<file path="src/rtl/t5_pkg.sv">
// Shared constants for the t5 fetch front end: default datapath width,
// start/trap vectors and branch-code encodings.
package t5_pkg;

  localparam int unsigned T5_XLEN = 32;

  localparam logic [31:0] T5_RST_VEC  = 32'h0000_0000;
  localparam logic [31:0] T5_TRAP_VEC = 32'h0000_0310;

  localparam logic [1:0] T5_BRA_NONE = 2'b00;
  localparam logic [1:0] T5_BRA_TAKE = 2'b10;
  localparam logic [1:0] T5_BRA_MIS  = 2'b11;

endpackage

</file>
<file path="src/rtl/t5_hart_rr.sv">
// Barrel hart rotation: owning hart counter, per-hart started mask and the
// fetch/decode hart-tag and valid pipeline.
module t5_hart_rr
  import t5_pkg::*;
#(
  parameter int unsigned NHART = 4,
  parameter int unsigned HW    = $clog2(NHART)
) (
  input  logic             sclk,
  input  logic             srst_n,
  input  logic             adv,
  input  logic [NHART-1:0] hart_en,
  input  logic             fstb,
  output logic [HW-1:0]    ihart,
  output logic [HW-1:0]    fhart,
  output logic             fval,
  output logic [HW-1:0]    dhart,
  output logic             dval,
  output logic [HW-1:0]    nxt_hart_c,
  output logic             nxt_started_c
);

  logic [NHART-1:0] started;
  logic [HW-1:0]    nxt;

  // NHART is a power of two, so the natural HW-bit wrap is the modulo
  assign nxt           = HW'(ihart + HW'(1));
  assign nxt_hart_c    = nxt;
  assign nxt_started_c = started[nxt];

  always_ff @(posedge sclk) begin
    if (!srst_n) begin
      ihart   <= '0;
      started <= '0;
      fhart   <= '0;
      fval    <= 1'b0;
      dhart   <= '0;
      dval    <= 1'b0;
    end else if (adv) begin
      ihart        <= nxt;
      started[nxt] <= hart_en[nxt];
      fhart        <= ihart;
      fval         <= fstb;
      dhart        <= fhart;
      dval         <= fval;
    end
  end

endmodule

</file>
<file path="src/rtl/t5_fetch.sv">
// Barrel-threaded instruction fetch: one hart slot per cycle, next-address
// selection (sequential / branch / trap / restart) and the fetch bus port.
module t5_fetch
  import t5_pkg::*;
#(
  parameter int unsigned      XLEN     = T5_XLEN,
  parameter int unsigned      NHART    = 4,
  parameter int unsigned      HW       = $clog2(NHART),
  parameter logic [XLEN-1:0]  RST_VEC  = XLEN'(T5_RST_VEC),
  parameter logic [XLEN-1:0]  TRAP_VEC = XLEN'(T5_TRAP_VEC)
) (
  input  logic              sclk,
  input  logic              srst_n,
  input  logic              sena,
  input  logic [XLEN-3:0]   xpc,
  input  logic [XLEN-3:0]   xbpc,
  input  logic [1:0]        xbra,
  input  logic [1:0]        xstb,
  input  logic [NHART-1:0]  hart_en,
  output logic [XLEN-3:0]   iwb_adr,
  output logic              iwb_stb,
  output logic              iwb_wre,
  output logic [3:0]        iwb_sel,
  input  logic              iwb_ack,
  output logic [HW-1:0]     ihart,
  output logic [XLEN-1:0]   fpc,
  output logic [HW-1:0]     fhart,
  output logic              fval,
  output logic [HW-1:0]     dhart,
  output logic              dval,
  output logic              fstall
);

  logic            adv;
  logic [HW-1:0]   nxt_hart;
  logic            nxt_started;
  logic [XLEN-3:0] xsel;
  logic [XLEN-3:0] adr_nxt;

  assign fstall  = iwb_stb & ~iwb_ack;
  assign adv     = sena & ~fstall;
  assign iwb_wre = 1'b0;
  assign iwb_sel = 4'hF;

  t5_hart_rr #(
    .NHART (NHART),
    .HW    (HW)
  ) u_rr (
    .sclk          (sclk),
    .srst_n        (srst_n),
    .adv           (adv),
    .hart_en       (hart_en),
    .fstb          (iwb_stb),
    .ihart         (ihart),
    .fhart         (fhart),
    .fval          (fval),
    .dhart         (dhart),
    .dval          (dval),
    .nxt_hart_c    (nxt_hart),
    .nxt_started_c (nxt_started)
  );

  // Misaligned branch target or misaligned sequential strobe pair traps
  always_comb begin
    xsel = xpc;
    case ({xbra, &xstb})
      {T5_BRA_MIS, 1'b0}:  xsel = TRAP_VEC[XLEN-1:2];
      {T5_BRA_NONE, 1'b1}: xsel = TRAP_VEC[XLEN-1:2];
      {T5_BRA_TAKE, 1'b0}: xsel = xbpc;
      default:             xsel = xpc;
    endcase
  end

  // A hart that has not run since (re)enable starts at the reset vector
  always_comb begin
    adr_nxt = RST_VEC[XLEN-1:2];
    if (nxt_started) adr_nxt = xsel;
  end

  always_ff @(posedge sclk) begin
    if (!srst_n) begin
      iwb_adr <= RST_VEC[XLEN-1:2];
      iwb_stb <= 1'b0;
      fpc     <= '0;
    end else if (adv) begin
      iwb_adr <= adr_nxt;
      iwb_stb <= hart_en[nxt_hart];
      fpc     <= {iwb_adr, 2'b00};
    end
  end

endmodule

</file>
<file path="config.mk">
export PLATFORM = sky130hd
export DESIGN_NAME = t5_fetch
export DESIGN_NICKNAME = d
export VERILOG_FILES = /design/src/rtl/t5_pkg.sv /design/src/rtl/t5_hart_rr.sv /design/src/rtl/t5_fetch.sv
export SDC_FILE = /design/constraint.sdc
export NUM_CORES = 1
export LEC_CHECK = 0
export CORE_ASPECT_RATIO = 1.2
export CORE_MARGIN = 5
export CORE_UTILIZATION = 41
export CTS_BUF_LIST = sky130_fd_sc_hd__clkbuf_8 sky130_fd_sc_hd__clkbuf_16
export CTS_CLUSTER_DIAMETER = 60
export DETAILED_ROUTE_END_ITERATION = 8
export GPL_ROUTABILITY_DRIVEN = 0
export PLACE_DENSITY = 0.9
export SLEW_MARGIN = 5
export SYNTH_ARGS = -nofsm -noshare
export SYNTH_HDL_FRONTEND = slang
export SYNTH_SLANG_ARGS = --single-unit
</file>
<file path="constraint.sdc">
create_clock -name sclk -period 2.38 [get_ports sclk]
set_input_delay 0.476 -clock sclk [delete_from_list [all_inputs] [get_ports sclk]]
set_output_delay 0.476 -clock sclk [all_outputs]
set_load 0.01 [all_outputs]
</file>
Word-level counts from Yosys, hierarchy flattened
Cells that the tools add are included.

cells by class
  add/sub/neg operators = 1
  $mul = 0
  div/mod/pow operators = 0
  $lt $le $gt $ge = 2
  equal/unequal tests = 3
  shift operators = 0
  multiplexer cells = 9
  bitwise logic cells = 4
  reduce and logical (&&, ||, !) cells = 3

operator list
  kind                                                                count
  case mux 30 bit (2 select lines)                                    1
  2-to-1 mux 30 bit                                                   1
  == test 3 bit (second input constant)                               2
  binary-select mux 1 bit (select 2 bit)                              2
  bitwise mux 4 bit                                                   1
  == test 3 x 1 -> 1 bit (second input constant)                      1
  less-than comparator 2 x 3 -> 1 bit (second input constant)         1
  2-to-1 mux 1 bit                                                    3
  adder 2 x 1 -> 2 bit (second input constant)                        1
  AND 1 bit                                                           2
  demux 1 bit (select 2 bit)                                          1
  greater-or-equal comparator 2 x 1 -> 1 bit (second input constant)  1
  inverter 1 bit                                                      2
  AND reduction 2 bit                                                 1
  OR reduction 2 bit                                                  1
  logical AND 1 bit                                                   1

storage, ports and cells
  bits in registers = 73
  bits in latches = 0
  RAM bits = 0
  bits in read-only memories = 0
  bits of input ports = 72
  output and inout port bits = 77
  word-level logic and storage cells = 31
  memories = 0

Depth between registers and ports, before layout
Gate-level depths: netlist of run 1.

  word-level depth = 6
  gate-level depth with buffers = 6
  mapped depth without buffers = 5

Cells and area by module
A second synthesis of run 1 with hierarchy kept.

unflattened totals
  cells, all modules = 462
  area total of the unflattened synthesis = 3915.0 sq um

by module, submodules not included
  module      instances  cells each  area each (sq um)  sequential area each (sq um)
  t5_fetch    1          407         3337.0             1221.2
  t5_hart_rr  1          55          578.1              240.2

Worst setup path before layout of run 1
Ideal clock, no wire load.

  kind = register to register
  start point = register u_rr.ihart[0]
  end point = register iwb_adr[10]
  setup time = 116 ps
  arrival time = 1616 ps
  required time = 2264 ps
  path slack = 647 ps
  stages on the path, launching flop included = 7
  path buffers = 1
  clock period less this slack = 1733 ps
  cell sequence = dfxtp_1 inv_1 ha_1 mux4_2 nand3_4 buf_6 o21ai_2

between the ends
  word-level cells in the longest chain between the ends = 4

ends and longest elaborated chain
  what                                    line              source
  start, declared                         t5_hart_rr.sv:14  output logic [HW-1:0] ihart,
  start signal, assigned                  t5_hart_rr.sv:40  ihart <= nxt;
  adder 2 x 1 -> 2 bit                    t5_hart_rr.sv:27  assign nxt = HW'(ihart + HW'(1));
  net nxt_hart[0]                         t5_fetch.sv:35    logic [HW-1:0] nxt_hart;
  binary-select mux 1 bit (select 2 bit)  t5_hart_rr.sv:29  assign nxt_started_c = started[nxt];
  2-to-1 mux 1 bit (not written as such)  t5_hart_rr.sv:29
  2-to-1 mux 30 bit                       t5_fetch.sv:77    if (nxt_started) adr_nxt = xsel;
  end signal, assigned                    t5_fetch.sv:82    iwb_adr <= RST_VEC[XLEN-1:2];
  end signal, assigned                    t5_fetch.sv:86    iwb_adr <= adr_nxt;
  end, declared                           t5_fetch.sv:20    output logic [XLEN-3:0] iwb_adr,

The timed path passes the listed nets, and every way through them passes these cells. The select of a mux whose other input is x is not followed.
A chain may end at the register's enable or synchronous reset.

Worst setup path in the final report of run 1
  start point = input iwb_ack
  end point = output fstall

between the ends
  word-level cells in the longest chain between the ends = 2

ends and longest elaborated chain
  what             line            source
  start, declared  t5_fetch.sv:24  input logic iwb_ack,
  inverter 1 bit   t5_fetch.sv:40  assign fstall = iwb_stb & ~iwb_ack;
  AND 1 bit        t5_fetch.sv:40
  end, declared    t5_fetch.sv:31  output logic fstall

Every way passes these cells.

==> run_results.csv, run 1 <==
group,metric,value,unit
outcome,status,"finished, final reports clean",
pwr,switching_share,26.2,%
clock_tree,h-tree-depth,3,
die,die_h,107,um
die,ios,149,
pwr,clkPwrFrac,31.7,%
global_route,antenna_found_initial,0,
critical_path,required,1900,ps
clock_tree,clk_latency,330,ps
timing,maxSlewViolCount,0,
pwr,p_int,1840,uW
pwr,p_switching,653,uW
global_route,grt_use_total,17.7,%
global_route,grt-ovfl-total,0,
timing,layout_setup_ws,198,ps
clock_tree,cts.sinks,73,
placed_design,pre_cts_slack,-56.8,ps
yosys,ys_warn_count,0,
route,vias_per_cell,5.16,
timing,fmax,458,MHz
pwr,p_leak,0.00170,uW
critical_path,path_max_fanout,7,
route,drc,0,
layout,n_antenna_cell,0,
critical_path,arrival,1710,ps
placed_design,portBuffers,141,
min_path,hp-start,"u_rr.dhart[0]",
layout,final_nets,559,
critical_path,critPathLaunchType,"input port",
min_path,hold_path.class,"reg -> reg",
die,die_area,0.00966,mm2
pwr,power.total,2490,uW
flow_run,cap_violations,0,
route,drt-total-wl,8940,um
clock_tree,path_clk_slew,70,ps
clock_tree,cts_setup_buffers,0,
timing,setup_viol,0,
clock_tree,cts_buffers,9,
critical_path,path_class,"in -> out",
critical_path,reg2reg_slack,570,ps
pwr,seqPwrFrac,50.9,%
timing,tightest_slew,1070,ps
critical_path,r2r-end,"iwb_adr[24]",
clock_tree,hold_buffers,0,
pwr,vdd_drop_max,0.340,mV
route,wl_per_cell,15.4,um
global_route,grt_pass1_vias,2907,
layout,layout-drive-gt1-share,12.5,%
global_route,grt_pass1_wl,14000,um
yosys,avgSynthCellArea,9.02,um2
min_path,hold_depth,2,
critical_path,rr_startpoint,"u_rr.ihart[1]",
die,rows,35,
critical_path,worstRegToRegCells,6,
die,fp.coreArea,0.00766,mm2
yosys,synth_area,0.00319,mm2
timing,finalSetupTns,0,ps
timing,finalCriticalPeriod,2180,ps
yosys,ys_seq_area_share,45.8,%
die,initial_core_util,41.7,%
route,ant_nets,0,
global_route,grt_start_max_net_pins,67,
timing,period_share,91.7,%
pwr,power_frac_comb,17.5,%
route,via_count,2991,
timing,finalHoldViolCount,0,
clock_tree,cts_tree,"built",
placed_design,dp_hpwl,6530,um
route,drt_pre_antenna_iters,5,
timing,slew_headroom,28.4,%
critical_path,end_kind,"output port",
clock_tree,clock_path_buffers,2,
pwr,power_density,522,mW/mm2
layout,fill_cells,666,
yosys,ys_seq_elements,73,
clock_tree,cts-root-buf,"clkbuf_8",
min_path,holdPathEnd,"u_rr.dhart[0]",
yosys,synthDistinctLibCells,27,
timing,rsz0062_at_grt,"false",
timing,finClkSkew,11.2,ps
clock_tree,post_cts_resized,0,
yosys,synthCells,354,
die,die_x,90.6,um
layout,area_growth,49.4,%
route,drt_iter0_markers,118,
==> cell usage in the layout, fill, tap and decap left out <==
cell,synthesis,final
clkdlybuf4s50_1,0,140
nand2_1,80,79
dfxtp_1,73,73
a21boi_1,40,40
nand3_1,38,38
o21ai_2,30,30
a22oi_1,28,28
clkbuf_8,0,9
inv_1,4,7
conb_1,2,7
buf_4,8,6
ha_1,4,4
clkinv_2,0,4
o22ai_1,3,3
mux4_2,2,2
and2_1,3,2
a21oi_1,2,2
buf_12,0,2
nand2b_4,1,1
and2_2,0,1
nand2_2,0,1
xnor2_1,1,1
nor2_2,1,1
mux2i_4,1,1
nand3_4,1,1
nor2b_1,1,1
o21ai_0,1,1
nor2_1,1,1
mux2_2,1,1
buf_2,15,1
==> stage by stage <==
step	hold WS, ps	util (%)	area [um2]	instances
floorplan	432	-	3210	359
global placement	439	60.2	4610	564
detailed placement	446	60.2	4610	564
CTS	457	62.2	4770	580
global route	475	62.2	4770	580
finish	452	62.2	4770	580
==> worst max-delay path, cell delays in order <==
cell	delay, ps
clkdlybuf4s50_1	450
nand2b_4	200
inv_1	60
clkdlybuf4s50_1	520
==> cell families (layout without fill, tap and decap cells) <==
| group | after synthesis | after routing | share of synthesized area, % |
|---|---|---|---|
| compound gates | 104 | 104 | 25.3 |
| buf+inv | 40 | 169 | 6.97 |
| flops | 73 | 73 | 45.8 |
| xor+xnor | 1 | 1 | 0.274 |
| other cells | 2 | 7 | 0.235 |
| mux | 4 | 4 | 2.47 |
| fa+ha+maj | 4 | 4 | 1.57 |
| simple gates | 126 | 126 | 17.4 |
==> power groups by stage <==
| stage | logic, uW | clock network (uW) | registers [uW] |
|---|---|---|---|
| 3_3_place_gp | 425 | 0 | 1290 |
| 4_1_cts | 436 | 811 | 1270 |
| 2_1_floorplan | 217 | 0 | 1310 |
| 5_1_grt | 467 | 872 | 1270 |
| 3_5_place_dp | 435 | 0 | 1300 |
| 6_report | 435 | 788 | 1270 |
==> layer usage <==
metal / part of all wire, % / GRT usage [%] / up-vias
met5: 0 / 0 / -
met4: 1.9 / 5.74 / 0
met3: 8.6 / 6.53 / 15
met2: 52 / 31.4 / 108
met1: 38 / 19.4 / 1399
li1: - / - / 1469
==> cell type report <==
class                      instances  area, um2  area share (%)
inverter                           4       15.0           0.315
clock buffer                       9        124            2.60
clock inverter                     7       31.3           0.656
tap                               92        115            2.41
multi-input combinational        246       1530            32.1
sequential                        73       1460            30.6
timing repair buffer             149       1490            31.3
==> worst max-delay path by stage <==
stage	end	start	slack, ps
floorplan	iwb_adr[10]	u_rr.ihart[0]	650
global placement	iwb_adr[28]	xstb[0]	50
detailed placement	iwb_adr[4]	xstb[0]	-60
CTS	fstall	iwb_ack	200
global route	fstall	iwb_ack	170
finish	fstall	iwb_ack	200
==> cell usage after synthesis, drive strengths merged <==
library cell | n | area share (%)
inv | 4 | 0.47
nor2b | 1 | 0.20
and2 | 3 | 0.59
o21ai | 31 | 8.4
buf | 26 | 5.3
xnor2 | 1 | 0.27
dfxtp | 73 | 46
a21oi | 2 | 0.31
a22oi | 28 | 6.6
clkbuf | 10 | 1.2
o22ai | 3 | 0.59
mux2 | 1 | 0.35
nor2 | 2 | 0.31
a21boi | 40 | 9.4
mux4 | 2 | 1.4
nand2 | 80 | 9.4
conb | 2 | 0.24
mux2i | 1 | 0.71
nand3 | 39 | 6.5
ha | 4 | 1.6
nand2b | 1 | 0.43
==> flip-flops by register name (all words and copies together) (netlist names) <==
register	flops
fpc	30
iwb_adr	30
u_rr.started	4
u_rr.dhart	2
u_rr.fhart	2
u_rr.ihart	2
iwb_stb	1
u_rr.dval	1
u_rr.fval	1
No activity file was read; power rests on OpenSTA's default activity.
==> inputs of run 2 (changes only) <==
CTS_BUF_LIST = unset   (was sky130_fd_sc_hd__clkbuf_8 sky130_fd_sc_hd__clkbuf_16)
==> run 2 against run 1 <==
Via count about the same. Sequential share of layout area unchanged. Utilization unchanged. Die area unchanged. Largest cell class unchanged.
==> run_results.csv, run 2 (synthesized netlist as in run 1, its figures left out) <==
group,metric,value,unit
timing,maxSlewViolCount,0,
die,die_area,0.00966,mm2
timing,slew_headroom,29.5,%
layout,final_cell_mix,"clkdlybuf4s50_1, nand2_1, dfxtp_1",
timing,finalHoldViolCount,0,
critical_path,end_kind,"output port",
placed_design,dp_hpwl,6530,um
clock_tree,cts_setup_buffers,0,
clock_tree,post_cts_resized,0,
clock_tree,cts.sinks,73,
critical_path,crit_path_frequent_cell,"clkdlybuf4s50_1",
min_path,hold_path.class,"reg -> reg",
die,fp.coreArea,0.00766,mm2
critical_path,max_stage_delay,520,ps
timing,rsz0062_at_grt,"false",
timing,finClkSkew,10.0,ps
die,die_h,107,um
global_route,antenna_found_initial,0,
layout,n_antenna_cell,0,
timing,finalSetupTns,0,ps
timing,period_share,91.7,%
critical_path,path_delay_family,"buffers and inverters",
route,wl_per_cell,15.4,um
clock_tree,hold_buffers,0,
layout,fill_cells,666,
layout,multi_input_area,0.00153,mm2
global_route,grt-ovfl-total,0,
timing,setup_viol,0,
clock_tree,clk_latency,330,ps
clock_tree,path_clk_slew,70,ps
pwr,seqPwrFrac,50.7,%
timing,layout_setup_ws,198,ps
critical_path,arrival,1710,ps
die,ios,149,
pwr,clkPwrFrac,32.0,%
flow_run,cap_violations,0,
pwr,power_frac_comb,17.4,%
route,via_count,2993,
placed_design,dp.cells,564,
timing,finalCriticalPeriod,2180,ps
critical_path,critPathLaunchType,"input port",
pwr,switching_share,26.0,%
critical_path,required,1900,ps
layout,layout.cells.most_common,"clkdlybuf4s50_1",
route,drc,0,
route,ant_nets,0,
route,drt_iter0_markers,111,
critical_path,critPathBufInv,3,
die,die_x,90.6,um
global_route,grt_use_total,17.7,%
layout,final_nets,559,
timing,tightest_slew,1060,ps
layout,layout-drive-gt1-share,12.5,%
global_route,grt_pass1_wl,14000,um
clock_tree,cts-root-buf,"clkbuf_8",
layout,top_regs,"fpc: 30 flops, iwb_adr: 30 flops, u_rr.started: 4 flops",
critical_path,path_class,"in -> out",
layout,register_area,0.00146,mm2
layout,layout.cells.non_filler,580,
outcome,status,"finished, final reports clean",
global_route,grt_pass1_vias,2906,
route,drt_pre_antenna_iters,5,
pwr,vdd_drop_max,0.340,mV
route,drt-total-wl,8930,um
pwr,power.total,2500,uW
route,vias_per_cell,5.16,
pwr,power_density,524,mW/mm2
critical_path,critical_path.cell_chain,"clkdlybuf4s50_1 > nand2b_4 > inv_1 > clkdlybuf4s50_1",
critical_path,path_max_fanout,7,
clock_tree,h-tree-depth,3,
pwr,p_leak,0.00169,uW
die,initial_core_util,41.7,%
placed_design,pre_cts_slack,-56.8,ps
clock_tree,cts_tree,"built",
timing,fmax,458,MHz
clock_tree,cts_buffers,9,
layout,area_growth,49.4,%
die,rows,35,
global_route,grt_start_max_net_pins,67,
pwr,p_switching,651,uW
clock_tree,clock_path_buffers,2,
critical_path,crit_path_top_delay_cell,"clkdlybuf4s50_1",
pwr,p_int,1850,uW
placed_design,portBuffers,141,
-- run 2: cell count changes in the layout (fill, tap and decap cells not counted), sizes merged --
cell	change
clkbuf	+3
inv	-3
-- run 2: worst min-delay path: stages (launching register included) --
cell and delay, ps:
dfxtp_1 310, nand2_1 50, a21boi_1 50
-- run 2: power groups by stage --
stage	Clock [uW]	Combinational [uW]	Sequential, uW
after CTS	823	436	1270
after detailed placement	0	435	1300
after global placement	0	425	1290
final	800	435	1270
after floorplan	0	217	1310
after global routing	884	467	1270
-- run 2: layout make-up --
cell class,instances,share of cell area (%)
repair buffers,149,31.3
inverters,4,0.315
well taps,92,2.41
multi-input cells,246,32.1
flip-flops and latches,73,30.6
clock inverters,4,0.420
clock buffers,12,2.83
-- run 2: path summary, 6_finish.rpt --
kind,startpoint,endpoint,slack (ps),cells after the start
hold / removal,u_rr.dhart[0],u_rr.dhart[0],450,2
setup reg to reg,u_rr.ihart[1],iwb_adr[11],570,6
setup / recovery,iwb_ack,fstall,200,4
hold reg to reg,u_rr.dhart[0],u_rr.dhart[0],450,2
-- run 2: layer usage --
| metal | wire length [um] | up-vias | track usage, % |
|---|---|---|---|
| met4 | 169 | 0 | 5.74 |
| met2 | 4590 | 105 | 31.4 |
| li1 | - | 1470 | - |
| met5 | 0 | - | 0 |
| met1 | 3420 | 1403 | 19.4 |
| met3 | 741 | 15 | 6.53 |
-- run 2: metrics by stage --
step,area [um2],utilization (%),hold slack (ps)
global route,4770,62.2,475
detailed placement,4610,60.2,446
floorplan,3210,-,432
global placement,4610,60.2,439
CTS,4770,62.2,457
finish,4770,62.2,452
==> inputs of run 3 (changes only) <==
==> constraint.sdc (replaced) <==
create_clock -name sclk -period 2.38 [get_ports sclk]
set_input_delay 0.595 -clock sclk [delete_from_list [all_inputs] [get_ports sclk]]
set_output_delay 0.595 -clock sclk [all_outputs]
set_load 0.01 [all_outputs]
==> run 3 against run 2 <==
Combinational power rose by 1%. Clock skew fell by 1.1 ps. Maximum frequency rose by 5.4%. Setup slack improved by 110 ps. First-iteration DRC count rose by 19%. Design area rose by 0.94%. Sequential power barely moved. Non-clock buffer count rose by 4. Total power rose by 0.60%.
==> run_results.csv, run 3 (synthesized netlist as in run 1, its figures left out) <==
group,metric,value,unit
die,fp.coreArea,0.00766,mm2
global_route,grt-ovfl-total,0,
clock_tree,hold_buffers,0,
clock_tree,h-tree-depth,3,
layout,final_nets,563,
critical_path,critPathBufInv,1,
timing,rsz0062_at_grt,"false",
die,ios,149,
timing,layout_setup_ws,310,ps
die,initial_core_util,41.7,%
clock_tree,cts_buffers,9,
pwr,vdd_drop_max,0.361,mV
layout,multi_input_area,0.00153,mm2
layout,fill_cells,674,
placed_design,place_area,0.00466,mm2
die,die_area,0.00966,mm2
timing,setup_viol,0,
clock_tree,post_cts_resized,0,
min_path,hold_path.class,"reg -> reg",
critical_path,path_class,"in -> reg",
timing,fin_hold_ws,457,ps
clock_tree,clk_latency,330,ps
clock_tree,cts_setup_buffers,0,
critical_path,max_stage_delay,770,ps
critical_path,critPathLaunchType,"input port",
route,via_count,3005,
global_route,grt_use_total,18.2,%
critical_path,critical_path.cell_chain,"clkdlybuf4s50_1 > nand2_1 > mux2i_4 > a22oi_1 > o21ai_2",
outcome,status,"finished, final reports clean",
flow_run,cap_violations,0,
layout,area_growth,50.8,%
clock_tree,cts-root-buf,"clkbuf_8",
layout,layout.cells.most_common,"clkdlybuf4s50_1",
route,drc,0,
timing,finalHoldViolCount,0,
placed_design,dp_hpwl,6560,um
global_route,grt_start_max_net_pins,67,
route,ant_nets,0,
clock_tree,path_clk_slew,70,ps
placed_design,portBuffers,141,
die,die_x,90.6,um
die,rows,35,
route,vias_per_cell,5.15,
timing,period_share,87.0,%
critical_path,arrival,2340,ps
critical_path,reg2reg_slack,580,ps
clock_tree,cts_tree,"built",
layout,register_area,0.00146,mm2
timing,tightest_slew,870,ps
layout,fin_area,0.00481,mm2
route,wl_per_cell,15.4,um
critical_path,path_delay_family,"multiplexers",
route,drt-total-wl,8970,um
layout,fin_util,62.8,%
timing,finalSetupTns,0,ps
timing,maxSlewViolCount,0,
layout,top_regs,"fpc: 30 flops, iwb_adr: 30 flops, u_rr.started: 4 flops",
layout,layout-drive-gt1-share,13.2,%
layout,final_cell_mix,"clkdlybuf4s50_1, nand2_1, dfxtp_1",
clock_tree,clock_path_buffers,2,
clock_tree,cts.sinks,73,
global_route,grt_pass1_vias,3038,
timing,finalCriticalPeriod,2070,ps
timing,finClkSkew,8.94,ps
timing,slew_headroom,40.7,%
pwr,power_density,523,mW/mm2
die,die_h,107,um
critical_path,required,2650,ps
global_route,grt_pass1_wl,14300,um
placed_design,pre_cts_slack,-40.7,ps
global_route,antenna_found_initial,0,
critical_path,crit_path_top_delay_cell,"mux2i_4",
route,drt_iter0_markers,132,
pwr,p_leak,0.00173,uW
critical_path,path_max_fanout,27,
timing,fmax,483,MHz
critical_path,end_kind,"flip-flop",
layout,n_antenna_cell,0,
route,drt_pre_antenna_iters,4,
==> run 3: power by group <==
group,leakage (uW),internal (uW),switching (uW)
Clock,0.0000839,373,435
Combinational,0.00105,237,204
Sequential,0.000589,1250,21.0
Total,0.00173,1860,660
==> run 3: final timing paths <==
kind / startpoint / to / depth (start not counted)
setup / recovery: xstb[0] / iwb_adr[18] / 5
hold / removal: fpc[15] / fpc[15] / 2
setup reg to reg: u_rr.ihart[1] / iwb_adr[14] / 6
hold reg to reg: fpc[15] / fpc[15] / 2
==> run 3: worst register-to-register path, stage by stage, from the launching register on <==
cell     delay [ps]
dfxtp_1         440
inv_1           100
ha_1            350
mux4_2          340
nand3_4         110
buf_12          240
o21ai_2         120
==> run 3: metal layers <==
metal,wire length [um],up-vias,global-route usage (%)
li1,-,1476,-
met1,3380,1414,19.2
met2,4770,103,33.2
met3,696,12,6.04
met4,125,0,6.70
met5,0,-,0
==> run 3: per-stage QoR <==
step / power [uW] / instances
finish: 2520 / 584
global route: 2640 / 584
CTS: 2540 / 584
detailed placement: 1740 / 568
global placement: 1730 / 568
floorplan: 1520 / 359
==> run 3: cell type report <==
class	count	share of cell area, %
Multi-Input combinational cell	246	31.8
Timing Repair Buffer	153	31.9
Clock buffer	12	2.81
Clock inverter	4	0.416
Sequential cell	73	30.4
Inverter	4	0.312
Tap cell	92	2.39
